`config.mk`:
```
export PLATFORM = sky130hd
export DESIGN_NAME = uart_mmio
export DESIGN_NICKNAME = d
export VERILOG_FILES = /design/src/rtl/uart_mmio_pkg.sv /design/src/rtl/sync_fifo.sv /design/src/rtl/uart_mmio.sv
export SDC_FILE = /design/constraint.sdc
export NUM_CORES = 1
export LEC_CHECK = 0
export BUFFER_PORTS_ARGS = -buffer_cell sky130_fd_sc_hd__buf_2
export CELL_PAD_IN_SITES_DETAIL_PLACEMENT = 0
export CELL_PAD_IN_SITES_GLOBAL_PLACEMENT = 1
export CORE_ASPECT_RATIO = 1.1
export CORE_MARGIN = 2
export CORE_UTILIZATION = 50
export CTS_CLUSTER_SIZE = 14
export DETAILED_ROUTE_END_ITERATION = 16
export GPL_ROUTABILITY_DRIVEN = 0
export PLACE_DENSITY = 0.82
export SYNTH_ARGS = -nofsm -noshare
export SYNTH_HDL_FRONTEND = slang
export SYNTH_SLANG_ARGS = --single-unit
```
`constraint.sdc`:
```
create_clock -name clk -period 7.7 [get_ports clk]
set_input_delay 0.77 -clock clk [delete_from_list [all_inputs] [get_ports clk]]
set_output_delay 0.77 -clock clk [all_outputs]
set_load 0.01 [all_outputs]
```
`src/rtl/uart_mmio_pkg.sv`:
```
// Shared definitions for the memory-mapped UART transmitter: register map,
// bus payload types, TX state encoding and the reset divisor helper.
package uart_mmio_pkg;

    localparam logic [1:0] ADDR_DATA    = 2'd0;
    localparam logic [1:0] ADDR_STATUS  = 2'd1;
    localparam logic [1:0] ADDR_DIVISOR = 2'd2;
    localparam logic [1:0] ADDR_CTRL    = 2'd3;

    localparam int ST_BUSY      = 0;
    localparam int ST_FULL      = 1;
    localparam int ST_EMPTY     = 2;
    localparam int ST_OVF       = 3;
    localparam int ST_COUNT_LSB = 8;

    localparam int CTRL_EN       = 0;
    localparam int CTRL_TWO_STOP = 1;

    typedef struct packed {
        logic [31:0] write_data;
        logic [3:0]  mask_byte;
        logic        mem_read;
    } cmd_t;

    typedef struct packed {
        logic [31:0] read_data;
    } result_t;

    typedef enum logic [1:0] {IDLE, START, DATA, STOP} tx_state_t;

    function automatic int unsigned DEFAULT_DIV(input int unsigned f_clk, input int unsigned baudrate);
        return f_clk / baudrate - 1;
    endfunction

endpackage

```
`src/rtl/sync_fifo.sv`:
```
// Single-clock FIFO with occupancy count; a push on a full FIFO is accepted
// only when a pop happens in the same cycle.
module sync_fifo #(
    parameter int WIDTH = 8,
    parameter int DEPTH = 8
) (
    input  logic                     clk,
    input  logic                     rst,
    input  logic                     push,
    input  logic [WIDTH-1:0]         din,
    input  logic                     pop,
    output logic [WIDTH-1:0]         dout,
    output logic [$clog2(DEPTH):0]   count,
    output logic                     full,
    output logic                     empty
);
    localparam int AW = $clog2(DEPTH);
    localparam int CW = AW + 1;

    logic [WIDTH-1:0] mem [DEPTH];
    logic [AW-1:0]    wr_ptr;
    logic [AW-1:0]    rd_ptr;
    logic             do_push;
    logic             do_pop;

    assign do_pop  = pop && !empty;
    assign do_push = push && (!full || do_pop);
    assign full    = (count == CW'(DEPTH));
    assign empty   = (count == '0);
    assign dout    = mem[rd_ptr];

    // NOTE: storage has no reset; the pointers and count alone define validity.
    always_ff @(posedge clk) begin
        if (do_push) mem[wr_ptr] <= din;
    end

    // NOTE: sequential state uses <= so every register samples pre-edge values.
    always_ff @(posedge clk) begin
        if (rst) begin
            wr_ptr <= '0;
            rd_ptr <= '0;
            count  <= '0;
        end else begin
            if (do_push) wr_ptr <= wr_ptr + 1'b1;
            if (do_pop)  rd_ptr <= rd_ptr + 1'b1;
            case ({do_push, do_pop})
                2'b10:   count <= count + 1'b1;
                2'b01:   count <= count - 1'b1;
                default: ;
            endcase
        end
    end

endmodule

```
`src/rtl/uart_mmio.sv`:
```
// Memory-mapped UART transmitter: TX FIFO, programmable divisor, status and
// control registers in a four-word window, 8N1/8N2 framing.
module uart_mmio
    import uart_mmio_pkg::*;
#(
    parameter int unsigned F_CLK      = 25_000_000,
    parameter int unsigned BAUDRATE   = 115200,
    parameter int unsigned FIFO_DEPTH = 8,
    parameter int unsigned DIV_WIDTH  = 16
) (
    input  logic       clk,
    input  logic       rst,
    input  logic [1:0] address_in,
    input  logic       we_in,
    input  cmd_t       cmd_in,
    output result_t    result_out,
    output logic       uart_tx_o,
    output logic       irq_o
);
    localparam int CW = $clog2(FIFO_DEPTH) + 1;
    localparam logic [DIV_WIDTH-1:0] RESET_DIV = DIV_WIDTH'(DEFAULT_DIV(F_CLK, BAUDRATE));

    logic [DIV_WIDTH-1:0] divisor;
    logic                 ctrl_en;
    logic                 ctrl_two_stop;
    logic                 overflow;

    logic                 push_req;
    logic                 pop;
    logic [7:0]           fifo_dout;
    logic [CW-1:0]        fifo_count;
    logic                 fifo_full;
    logic                 fifo_empty;

    tx_state_t            state, state_d;
    logic [7:0]           shifter, shifter_d;
    logic [2:0]           bit_idx, bit_idx_d;
    logic [DIV_WIDTH-1:0] baud_cnt, baud_cnt_d;
    logic [DIV_WIDTH-1:0] div_act, div_act_d;
    logic                 two_stop_act, two_stop_act_d;
    logic                 second_stop, second_stop_d;
    logic                 tx_q, tx_d;
    logic                 irq_q;
    logic                 bit_end;
    logic                 frame_done;
    logic [31:0]          status_word;

    assign push_req = we_in && (address_in == ADDR_DATA) && cmd_in.mask_byte[0];

    sync_fifo #(.WIDTH(8), .DEPTH(FIFO_DEPTH)) u_fifo (
        .clk   (clk),
        .rst   (rst),
        .push  (push_req),
        .din   (cmd_in.write_data[7:0]),
        .pop   (pop),
        .dout  (fifo_dout),
        .count (fifo_count),
        .full  (fifo_full),
        .empty (fifo_empty)
    );

    always_ff @(posedge clk) begin
        if (rst) begin
            divisor       <= RESET_DIV;
            ctrl_en       <= 1'b1;
            ctrl_two_stop <= 1'b0;
            overflow      <= 1'b0;
        end else begin
            if (we_in) begin
                case (address_in)
                    ADDR_STATUS:
                        if (cmd_in.mask_byte[0] && cmd_in.write_data[ST_OVF]) overflow <= 1'b0;
                    ADDR_DIVISOR:
                        for (int i = 0; i < DIV_WIDTH; i++)
                            if (cmd_in.mask_byte[i/8]) divisor[i] <= cmd_in.write_data[i];
                    ADDR_CTRL:
                        if (cmd_in.mask_byte[0]) begin
                            ctrl_en       <= cmd_in.write_data[CTRL_EN];
                            ctrl_two_stop <= cmd_in.write_data[CTRL_TWO_STOP];
                        end
                    default: ;
                endcase
            end
            if (push_req && fifo_full && !pop) overflow <= 1'b1;
        end
    end

    // NOTE: every signal assigned here gets a default first, so no latches appear.
    always_comb begin
        state_d        = state;
        shifter_d      = shifter;
        bit_idx_d      = bit_idx;
        baud_cnt_d     = baud_cnt;
        div_act_d      = div_act;
        two_stop_act_d = two_stop_act;
        second_stop_d  = second_stop;
        tx_d           = tx_q;
        pop            = 1'b0;
        frame_done     = 1'b0;
        bit_end        = (baud_cnt == '0);

        if (state != IDLE) baud_cnt_d = bit_end ? div_act : baud_cnt - 1'b1;

        case (state)
            IDLE: ;
            START:
                if (bit_end) begin
                    state_d   = DATA;
                    tx_d      = shifter[0];
                    shifter_d = shifter >> 1;
                    bit_idx_d = '0;
                end
            DATA:
                if (bit_end) begin
                    if (bit_idx == 3'd7) begin
                        state_d = STOP;
                        tx_d    = 1'b1;
                    end else begin
                        tx_d      = shifter[0];
                        shifter_d = shifter >> 1;
                        bit_idx_d = bit_idx + 1'b1;
                    end
                end
            STOP:
                if (bit_end) begin
                    if (two_stop_act && !second_stop) begin
                        second_stop_d = 1'b1;
                    end else begin
                        state_d    = IDLE;
                        frame_done = 1'b1;
                    end
                end
            default: state_d = IDLE;
        endcase

        // Starting from the last stop edge keeps back-to-back frames gap-free.
        if ((state == IDLE || frame_done) && ctrl_en && !fifo_empty) begin
            state_d        = START;
            pop            = 1'b1;
            shifter_d      = fifo_dout;
            div_act_d      = divisor;
            two_stop_act_d = ctrl_two_stop;
            second_stop_d  = 1'b0;
            baud_cnt_d     = divisor;
            tx_d           = 1'b0;
        end
    end

    always_ff @(posedge clk) begin
        if (rst) begin
            state        <= IDLE;
            shifter      <= '0;
            bit_idx      <= '0;
            baud_cnt     <= '0;
            div_act      <= '0;
            two_stop_act <= 1'b0;
            second_stop  <= 1'b0;
            tx_q         <= 1'b1;
            irq_q        <= 1'b1;
        end else begin
            state        <= state_d;
            shifter      <= shifter_d;
            bit_idx      <= bit_idx_d;
            baud_cnt     <= baud_cnt_d;
            div_act      <= div_act_d;
            two_stop_act <= two_stop_act_d;
            second_stop  <= second_stop_d;
            tx_q         <= tx_d;
            irq_q        <= (state == IDLE) && fifo_empty;
        end
    end

    assign uart_tx_o = tx_q;
    assign irq_o     = irq_q;

    always_comb begin
        status_word                        = '0;
        status_word[ST_BUSY]               = (state != IDLE) || !fifo_empty;
        status_word[ST_FULL]               = fifo_full;
        status_word[ST_EMPTY]              = fifo_empty;
        status_word[ST_OVF]                = overflow;
        status_word[ST_COUNT_LSB +: 8]     = 8'(fifo_count);

        result_out = '0;
        if (cmd_in.mem_read) begin
            case (address_in)
                ADDR_STATUS:  result_out.read_data = status_word;
                ADDR_DIVISOR: result_out.read_data = 32'(divisor);
                ADDR_CTRL: begin
                    result_out.read_data[CTRL_EN]       = ctrl_en;
                    result_out.read_data[CTRL_TWO_STOP] = ctrl_two_stop;
                end
                default: ;
            endcase
        end
    end

endmodule

```
==> results.yml, run 1 <==
detailed_routing:
  drt_iter0_markers: 375
  routedWlPerCell_um: 17.6
  ant_nets: 0
  wl_um: 14700
  vias: 4871
  drtPass1Iterations: 7
  via_per_inst: 5.84
  drc: 0
finish:
  instances_no_fill: 834
  fin_util_pct: 57.0
  antennaDiodeCount: 0
  nets: 721
  area_growth_pct: 12.1
  final.fill_count: 1140
  drive_above_1_share_pct: 16.2
logic_synthesis:
  ys_seq_elements: 145
  ys_seq_area_share_pct: 53.0
  ys.flop_type: "dfxtp_1"
  syn_area_mm2: 0.00668
  synth_warnings: 0
  synth.distinct_cells: 59
  synth_area_per_cell_um2: 10.7
  synthCells: 624
  synth_edf_count: 64
  async_flop_share_pct: 0
grt:
  overflow: 0
  grt_pass1_wl_um: 24000
  track_usage_pct: 21.6
  grt_start_max_net_pins: 73
  antenna_found_initial: 0
  first_global_vias: 4594
floorplan:
  ios: 76
  die_y_um: 125
  core_mm2: 0.0132
  design.die.area_mm2: 0.0143
  die_width_um: 114
  initial_utilization_pct: 50.8
  row_count: 44
power_and_ir_drop:
  powerDensity_mw_per_mm2: 383
  peakVddDrop_v: 0.000192
  p_leak_nw: 2.89
  total_power_mw: 2.87
hold_path:
  hp-class: "reg2reg"
  hp-start: "div_act[5]$_SDFFE_PP0P_"
clock_network:
  post_cts_buffers: 0
  cts_root_buf: "clkbuf_16"
  cts_tree: "done"
  path_clk_slew_ns: 0.06
  htreeDepth: 4
  clock_latency_ns: 0.42
  cts_num_sinks: 145
  post_cts_resized: 0
  hold_buffers: 0
  cts_buffers: 17
  clockBufferDepth: 2
sta:
  grt_setup_unrepaired: "no"
  worstMarginPinSlew_ns: 1.29
  final_hold_viol_count: 0
  fin_crit_ns: 3.06
  slew_violations: 0
  setup_viol: 0
  finalClockSkew_ns: 0.00765
  slew_headroom_pct: 13.2
  clock.fmax_mhz: 326
  finalSetupTns_ns: 0
  period_share_pct: 39.8
setup_path:
  startpoint_type: "flip-flop"
  worstRegToRegCells: 7
  rrSetupSlack_ns: 4.64
  endpoint: "u_fifo.mem[1][6]$_DFFE_PP_"
  arrival_ns: 3.10
  critPathLaunch: "baud_cnt[0]$_SDFFE_PP0P_"
  r2r-end: "u_fifo.mem[1][6]$_DFFE_PP_"
  r2r_start: "baud_cnt[0]$_SDFFE_PP0P_"
  cp_data_required_time_ns: 7.73
  endpoint_kind: "flip-flop"
  critical_path_class: "reg2reg"
  critical_path.max_fanout: 8
place:
  hpwl_um: 10200
  dp_cells: 802
  port_buffers: 41
flow_run:
  drv_cap: 0
run_status:
  outcome: "finished, final reports clean"
## synth_stat cells, drive strengths merged, types with 10 or more instances
cell	n	area, um^2
nor2b	10	62.6
edfxtp	64	1920
nor3	13	92.6
nand2	97	364
ha	18	225
a311oi	18	170
mux4	16	360
nand3	16	80.1
inv	17	63.8
a21oi	28	140
buf	23	171
a211oi	13	103
mux2i	17	170
clkbuf	24	90.1
nor2	62	235
dfxtp	81	1620
o21ai	11	58.8
and3	13	81.3
## placed cells by master (no fill, tap or decap), drive strengths merged, types with 6 or more instances in the layout
master / synthesis / routed
a211oi: 13 / 13
a21oi: 28 / 28
a22oi: 8 / 8
a311oi: 18 / 18
and3: 13 / 13
buf: 23 / 49
clkbuf: 24 / 18
conb: 1 / 16
dfxtp: 81 / 81
edfxtp: 64 / 64
ha: 18 / 18
inv: 17 / 25
mux2i: 17 / 17
mux4: 16 / 16
nand2: 97 / 97
nand3: 16 / 16
nor2: 62 / 62
nor2b: 10 / 10
nor3: 13 / 13
nor4: 6 / 6
o211ai: 9 / 9
o21ai: 11 / 11
or3: 7 / 7
xnor2: 6 / 6
## sequential cells by signal (all words and copies together) (netlist names), named ones only
register and flops:
baud_cnt 16, bit_idx 3, ctrl_en 1, ctrl_two_stop 1
div_act 16, divisor 16, irq_o 1, overflow 1
second_stop 1, shifter 8, state 2, two_stop_act 1
u_fifo.count 4, u_fifo.mem 64, u_fifo.rd_ptr 3, u_fifo.wr_ptr 3
uart_tx_o 1
## critical path: stages (launching register included)
cell and delay [ns]:
dfxtp_1 0.37, inv_1 0.10, ha_1 0.14, nor2b_1 0.21, nand4_2 0.25, o211ai_1 0.38
nand3_1 0.21, nor3_1 1.02
## kinds of logic after synthesis
kind of cell             synth area share (%)
buffers and inverters                    4.87
multiplexers                             8.44
adder cells (fa/ha/maj)                  3.67
other                                  0.0561
AO/OA/AOI/OAI                            11.8
XOR/XNOR                                 1.44
AND/OR/NAND/NOR                          16.7
flip-flops                               53.0
## power by group
part	switching [mW]	total, mW	internal, mW
Sequential	0.135	1.04	0.907
Combinational	0.643	1.06	0.421
Clock	0.339	0.762	0.423
Total	1.12	2.87	1.75
## cell type report
type                       count  area (um^2)  share of cell area [%]
sequential                   145         3540                    47.3
clock inverter                14          121                    1.62
clock buffer                  18          429                    5.73
multi-input combinational    430         2870                    38.3
timing repair buffer          49          265                    3.54
inverter                      17         63.8                   0.851
tap                          161          201                    2.69
## per-layer routing
layer	vias to the layer above	routed length, um	GRT usage [%]
li1	2333	-	-
met1	2396	6860	30.4
met2	119	6920	33.4
met3	23	656	4.27
met4	0	255	7.60
met5	-	0	0
## per-stage QoR
| stage | hold WS [ns] | cell area [um^2] | setup WS, ns |
|---|---|---|---|
| floorplan | 0.432 | 6740 | 4.77 |
| global placement | 0.441 | 6950 | 4.55 |
| detailed placement | 0.448 | 6950 | 4.36 |
| CTS | 0.455 | 7500 | 4.54 |
| global route | 0.481 | 7500 | 4.39 |
| finish | 0.455 | 7500 | 4.64 |
## worst min path at each step
stage	cells past startpoint	end
floorplan	2	div_act[10]$_SDFFE_PP0P_
global placement	2	div_act[2]$_SDFFE_PP0P_
detailed placement	2	div_act[3]$_SDFFE_PP0P_
CTS	2	div_act[5]$_SDFFE_PP0P_
global route	2	div_act[1]$_SDFFE_PP0P_
finish	2	div_act[5]$_SDFFE_PP0P_
(Power assumes the default switching activity.)
==> run 2: changes to the inputs <==
--- a/config.mk
+++ b/config.mk
@@ -10,11 +10,11 @@
 export CELL_PAD_IN_SITES_GLOBAL_PLACEMENT = 1
 export CORE_ASPECT_RATIO = 1.1
 export CORE_MARGIN = 2
-export CORE_UTILIZATION = 50
+export CORE_UTILIZATION = 42
 export CTS_CLUSTER_SIZE = 14
 export DETAILED_ROUTE_END_ITERATION = 16
 export GPL_ROUTABILITY_DRIVEN = 0
-export PLACE_DENSITY = 0.82
+export PLACE_DENSITY = 0.73
 export SYNTH_ARGS = -nofsm -noshare
 export SYNTH_HDL_FRONTEND = slang
 export SYNTH_SLANG_ARGS = --single-unit
==> constraint.sdc (replaced) <==
create_clock -name clk -period 2.47 [get_ports clk]
set_input_delay 0.247 -clock clk [delete_from_list [all_inputs] [get_ports clk]]
set_output_delay 0.247 -clock clk [all_outputs]
set_load 0.01 [all_outputs]
==> run 2 against run 1 <==
  * Die area up 18%
  * Power rose to 3.5 times the previous value
  * Via count up 3.5%
  * Final cell count up 11%
  * Setup slack worse by 4.6 ns
  * Count of clock-buffer cells in the layout down 1
  * Critical endpoint is now u_fifo.count[3]$_SDFFE_PP0P_
  * Largest cell class unchanged
  * Largest power group unchanged
==> results.yml, run 2 (same netlist as run 1, synthesis figures left out) <==
setup_path:
  crit_cells: 15
  slowest_stage: "dfxtp_2"
  max_stage_delay_ns: 0.32
  worstRegToRegCells: 15
  crit_chain: "inv_2 > ha_4 > nor2b_4 > nand4_4 > o21a_4 > nor2_4 > nand2_2 > inv_2 > ha_4 > a21o_1 > a21oi_4 > a211oi_2 > buf_4 > o211ai_1 > o41ai_2"
  path_buf_inv: 3
  rrSetupSlack_ns: 0.02
  arrival_ns: 2.75
  startpoint_type: "flip-flop"
  cp_data_required_time_ns: 2.77
  r2r-end: "u_fifo.count[3]$_SDFFE_PP0P_"
  critical_path_class: "reg2reg"
  endpoint: "u_fifo.count[3]$_SDFFE_PP0P_"
  cp_top_family: "compound AO/OA/AOI/OAI gates"
  critical_path.max_fanout: 2
  endpoint_kind: "flip-flop"
  r2r_start: "baud_cnt[1]$_SDFFE_PP0P_"
  critPathLaunch: "baud_cnt[1]$_SDFFE_PP0P_"
detailed_routing:
  routedWlPerCell_um: 17.1
  drtPass1Iterations: 5
  drt_iter0_markers: 342
  wl_um: 15900
  drc: 0
  ant_nets: 0
  vias: 5040
  via_per_inst: 5.44
clock_network:
  cts_buffers: 17
  cts_num_sinks: 145
  clockBufferDepth: 2
  htreeDepth: 4
  cts_tree: "done"
  clock_latency_ns: 0.42
  path_clk_slew_ns: 0.06
  cts_root_buf: "clkbuf_16"
grt:
  overflow: 0
  first_global_vias: 4826
  grt_pass1_wl_um: 25400
  antenna_found_initial: 0
  grt_start_max_net_pins: 72
  track_usage_pct: 19.1
power_and_ir_drop:
  seq_power_share_pct: 31.0
  power_frac_comb_pct: 44.6
  p_switching_mw: 3.86
  clkPwrFrac_pct: 24.4
  powerDensity_mw_per_mm2: 1230
  peakVddDrop_v: 0.000863
  total_power_mw: 9.97
  p_leak_nw: 3.18
  internal_power_mw: 6.11
  swShare_pct: 38.7
sta:
  clock.fmax_mhz: 409
  final_hold_viol_count: 0
  worstMarginPinSlew_ns: 0.612
  holdWs_ns: 0.0606
  period_share_pct: 99.0
  fin_crit_ns: 2.45
  finalClockSkew_ns: 0.0128
  slew_headroom_pct: 59.2
  slew_violations: 0
  grt_setup_unrepaired: "yes"
  setup_viol: 0
finish:
  design_area_mm2: 0.00811
  final.fill_count: 1397
  largest_reg_flops: 64
  largest_register: "u_fifo.mem"
  multi_input_area_mm2: 0.00301
  drive_above_1_share_pct: 25.1
  seqCellArea_mm2: 0.00355
  layout_common_cells: "96 x nand2_1, 79 x dfxtp_1, 64 x edfxtp_1, 61 x nor2_1, 59 x buf_4"
  antennaDiodeCount: 0
  nets: 774
  area_growth_pct: 21.4
  final_common_cell: "nand2_1"
floorplan:
  row_count: 48
  design.die.area_mm2: 0.0169
  ios: 76
  initial_utilization_pct: 42.8
  die_width_um: 124
  core_mm2: 0.0156
  die_y_um: 136
flow_run:
  drv_cap: 0
place:
  placed_cell_area_mm2: 0.00734
  hpwl_um: 10900
  port_buffers: 41
hold_path:
  hp-class: "in2reg"
  hp-start: "cmd_in[19]"
run_status:
  outcome: "finished, final reports clean"
## run 2: cell count changes in the layout (fill, tap and decap cells not counted), sizes merged
cell and delta:
buf +53, clkbuf -1, clkinv -2, clkinvlp +1, inv +2
## run 2: worst register-to-register path, stage by stage, from the launching register on
cell	delay (ns)
dfxtp_2	0.32
inv_2	0.07
ha_4	0.13
nor2b_4	0.17
nand4_4	0.14
o21a_4	0.27
nor2_4	0.09
nand2_2	0.07
inv_2	0.09
ha_4	0.19
a21o_1	0.18
a21oi_4	0.14
a211oi_2	0.06
buf_4	0.15
o211ai_1	0.17
o41ai_2	0.10
## run 2: worst min-delay path by stage
stage	end	slack (ns)	cells past startpoint
after floorplan	u_fifo.mem[0][0]$_DFFE_PP_	0.35	0
after global placement	div_act[1]$_SDFFE_PP0P_	0.44	2
after detailed placement	div_act[2]$_SDFFE_PP0P_	0.45	2
after CTS	divisor[14]$_SDFFE_PP0P_	0.05	3
after global routing	divisor[11]$_SDFFE_PP0P_	0.07	3
final	divisor[14]$_SDFFE_PP0P_	0.06	3
## run 2: what timing repair did
action / 4_1_cts / 5_1_grt
hold buffers: 0 / 0
setup buffers: 9 / 3
cloned: 0 / 0
gates resized for setup: 17 / 5
setup endpoints to repair: 17 / 53
pin swaps: 7 / 4
## run 2: per-layer routing
| metal | vias to the layer above | track usage (%) | share of wire, % | wire length, um |
|---|---|---|---|---|
| met5 | - | 0 | 0 | 0 |
| met4 | 0 | 6.37 | 0.90 | 143 |
| met3 | 11 | 3.66 | 4.2 | 666 |
| met2 | 112 | 30.6 | 48 | 7600 |
| met1 | 2475 | 26.4 | 47 | 7460 |
| li1 | 2442 | - | - | - |
## run 2: area by class of cell
type,count,area share [%]
clock buffer,17,5.24
clock inverter,15,1.67
multi-input combinational,430,37.0
sequential,145,43.7
inverter,17,0.786
timing repair buffer,102,8.48
tap,200,3.08
## run 2: stage by stage
step	TNS (ns)	setup WS [ns]	std cells	utilization (%)
6_report	0	0.0249	926	52.0
5_1_grt	-0.164	-0.106	926	52.0
3_5_place_dp	-0.211	-0.143	882	47.0
3_3_place_gp	0	0.00584	882	47.0
4_1_cts	-0.00244	-0.00244	923	51.6
2_1_floorplan	-1.68	-0.105	639	-
## run 2: power groups by stage
stage / Combinational, mW / Clock, mW / Sequential [mW]
after floorplan: 2.81 / 0 / 3.13
after global placement: 3.99 / 0 / 3.12
after detailed placement: 4.06 / 0 / 3.13
after CTS: 4.33 / 2.48 / 3.09
after global routing: 4.92 / 2.59 / 3.14
final: 4.45 / 2.43 / 3.10
==> run 3: changes to the inputs <==
--- a/config.mk
+++ b/config.mk
@@ -7,14 +7,15 @@
 export LEC_CHECK = 0
 export BUFFER_PORTS_ARGS = -buffer_cell sky130_fd_sc_hd__buf_2
 export CELL_PAD_IN_SITES_DETAIL_PLACEMENT = 0
-export CELL_PAD_IN_SITES_GLOBAL_PLACEMENT = 1
+export CELL_PAD_IN_SITES_GLOBAL_PLACEMENT = 2
 export CORE_ASPECT_RATIO = 1.1
 export CORE_MARGIN = 2
-export CORE_UTILIZATION = 42
+export CORE_UTILIZATION = 34
 export CTS_CLUSTER_SIZE = 14
 export DETAILED_ROUTE_END_ITERATION = 16
 export GPL_ROUTABILITY_DRIVEN = 0
-export PLACE_DENSITY = 0.73
+export PLACE_DENSITY = 0.72
+export RECOVER_POWER = 100
 export SYNTH_ARGS = -nofsm -noshare
 export SYNTH_HDL_FRONTEND = slang
 export SYNTH_SLANG_ARGS = --single-unit
==> constraint.sdc (replaced) <==
create_clock -name clk -period 2.47 [get_ports clk]
set_input_delay 0.494 -clock clk [delete_from_list [all_inputs] [get_ports clk]]
set_output_delay 0.494 -clock clk [all_outputs]
set_load 0.01 [all_outputs]
==> run 3 against run 2 <==
  * First-iteration DRC count down 15%
  * Register-to-register slack gained 0.07 ns
  * Sequential share of layout area hardly changed
  * Count of clock-buffer cells in the layout rose by 1
  * Critical path depth is 9 lower
  * Final area rose by 0.11%
  * Critical path type is now reg2out
  * Largest cell class unchanged
==> results.yml, run 3 (same netlist as run 1, synthesis figures left out) <==
place:
  dp_cells: 932
  placed_cell_area_mm2: 0.00743
  pre_cts_slack_ns: -0.102
  port_buffers: 41
  hpwl_um: 11900
detailed_routing:
  vias: 4975
  wl_um: 17000
  via_per_inst: 5.13
  drc: 0
  drt_iter0_markers: 292
  routedWlPerCell_um: 17.5
  ant_nets: 0
  drtPass1Iterations: 5
sta:
  fin_crit_ns: 2.37
  slew_violations: 0
  final_hold_viol_count: 0
  grt_setup_unrepaired: "yes"
  setup_viol: 0
  worstMarginPinSlew_ns: 0.595
  slew_headroom_pct: 60.3
  finalSetupTns_ns: 0
  clock.fmax_mhz: 422
  finalClockSkew_ns: 0.00820
  holdWs_ns: 0.316
  setup_slack_ns: 0.0980
  period_share_pct: 96.0
setup_path:
  critical_path_class: "reg2out"
  critical_path.max_fanout: 4
  slowest_stage: "dfxtp_1"
  worstRegToRegCells: 10
  crit_chain: "nor4_4 > buf_4 > nand2_1 > a222oi_1 > nor2_1 > buf_2"
  max_stage_delay_ns: 0.37
  r2r-end: "u_fifo.count[1]$_SDFFE_PP0P_"
  endpoint_kind: "output pin"
  cp_data_required_time_ns: 1.98
  r2r_start: "baud_cnt[9]$_SDFFE_PP0P_"
  cp_top_family: "simple AND/OR/NAND/NOR gates"
  startpoint_type: "flip-flop"
  arrival_ns: 1.88
  path_buf_inv: 2
  rrSetupSlack_ns: 0.1
finish:
  fin_util_pct: 42.4
  largest_register: "u_fifo.mem"
  final_common_cell: "nand2_1"
  layout_common_cells: "95 x nand2_1, 76 x dfxtp_1, 64 x edfxtp_1, 61 x nor2_1, 52 x buf_4"
  antennaDiodeCount: 0
  final.fill_count: 1812
  design_area_mm2: 0.00812
  largest_reg_flops: 64
  drive_above_1_share_pct: 23.7
  instances_no_fill: 969
  nets: 770
  area_growth_pct: 21.5
clock_network:
  path_clk_slew_ns: 0.07
  clockBufferDepth: 2
  cts_buffers: 17
  clock_latency_ns: 0.42
  cts_tree: "done"
  cts_num_sinks: 145
  htreeDepth: 4
  cts_root_buf: "clkbuf_16"
power_and_ir_drop:
  powerDensity_mw_per_mm2: 1220
  clkPwrFrac_pct: 24.9
  total_power_mw: 9.90
  seq_power_share_pct: 31.4
  internal_power_mw: 6.07
  p_leak_nw: 3.14
  swShare_pct: 38.7
  peakVddDrop_v: 0.000663
  p_switching_mw: 3.83
  power_frac_comb_pct: 43.7
grt:
  track_usage_pct: 17.2
  grt_pass1_wl_um: 26900
  grt_start_max_net_pins: 56
  overflow: 0
  first_global_vias: 4948
  antenna_found_initial: 0
hold_path:
  min_path_cells: 3
  hp-class: "in2reg"
  hold_path_end: "divisor[15]$_SDFFE_PP0P_"
  hp-start: "cmd_in[20]"
run_status:
  outcome: "finished, final reports clean"
floorplan:
  design.die.area_mm2: 0.0208
  core_mm2: 0.0192
  die_width_um: 138
  ios: 76
  row_count: 53
  initial_utilization_pct: 34.9
  die_y_um: 151
flow_run:
  drv_cap: 0
run 3: what timing repair did:
| action | CTS | global route |
|---|---|---|
| endpoints found under the hold margin | 0 | 0 |
| resized for setup | 14 | 11 |
| hold buffers | 0 | 0 |
| pin swaps | 10 | 4 |
| endpoints found under the setup margin | 17 | 24 |
| setup buffers | 7 | 0 |
run 3: area by class of cell:
type	instances	area, um^2	area share (%)
Sequential cell	145	3550	43.7
Inverter	17	63.8	0.786
Multi-Input combinational cell	430	2970	36.5
Tap cell	247	309	3.80
Timing Repair Buffer	98	667	8.21
Clock inverter	14	134	1.65
Clock buffer	18	429	5.28
run 3: worst max-delay path by stage:
stage	startpoint	endpoint	cells after the start
2_1_floorplan	baud_cnt[0]$_SDFFE_PP0P_	u_fifo.mem[4][0]$_DFFE_PP_	7
3_3_place_gp	baud_cnt[0]$_SDFFE_PP0P_	u_fifo.count[3]$_SDFFE_PP0P_	14
3_5_place_dp	baud_cnt[0]$_SDFFE_PP0P_	u_fifo.count[3]$_SDFFE_PP0P_	14
4_1_cts	baud_cnt[9]$_SDFFE_PP0P_	u_fifo.count[3]$_SDFFE_PP0P_	12
5_1_grt	baud_cnt[9]$_SDFFE_PP0P_	u_fifo.count[3]$_SDFFE_PP0P_	13
6_report	u_fifo.count[3]$_SDFFE_PP0P_	result_out[0]	6
run 3: per-layer routing:
| metal | share of wire, % | up-vias | track usage (%) |
|---|---|---|---|
| met5 | 0 | - | 0 |
| met4 | 1.1 | 0 | 5.15 |
| met3 | 2.9 | 14 | 3.18 |
| met2 | 48 | 105 | 27.7 |
| met1 | 48 | 2424 | 23.5 |
| li1 | - | 2432 | - |
run 3: tightest hold or removal path: cells and delay by family:
family | cells | cell delay, ns
AND/OR/NAND/NOR | 1 | 0.07
buffers and inverters | 1 | 0.08
multiplexers | 1 | 0.05
run 3: power groups by stage:
stage / Clock, mW / Combinational (mW) / Sequential (mW)
floorplan: 0 / 2.81 / 3.13
global placement: 0 / 4.11 / 3.12
detailed placement: 0 / 4.16 / 3.13
CTS: 2.52 / 4.37 / 3.10
global route: 2.62 / 4.83 / 3.15
finish: 2.46 / 4.33 / 3.11
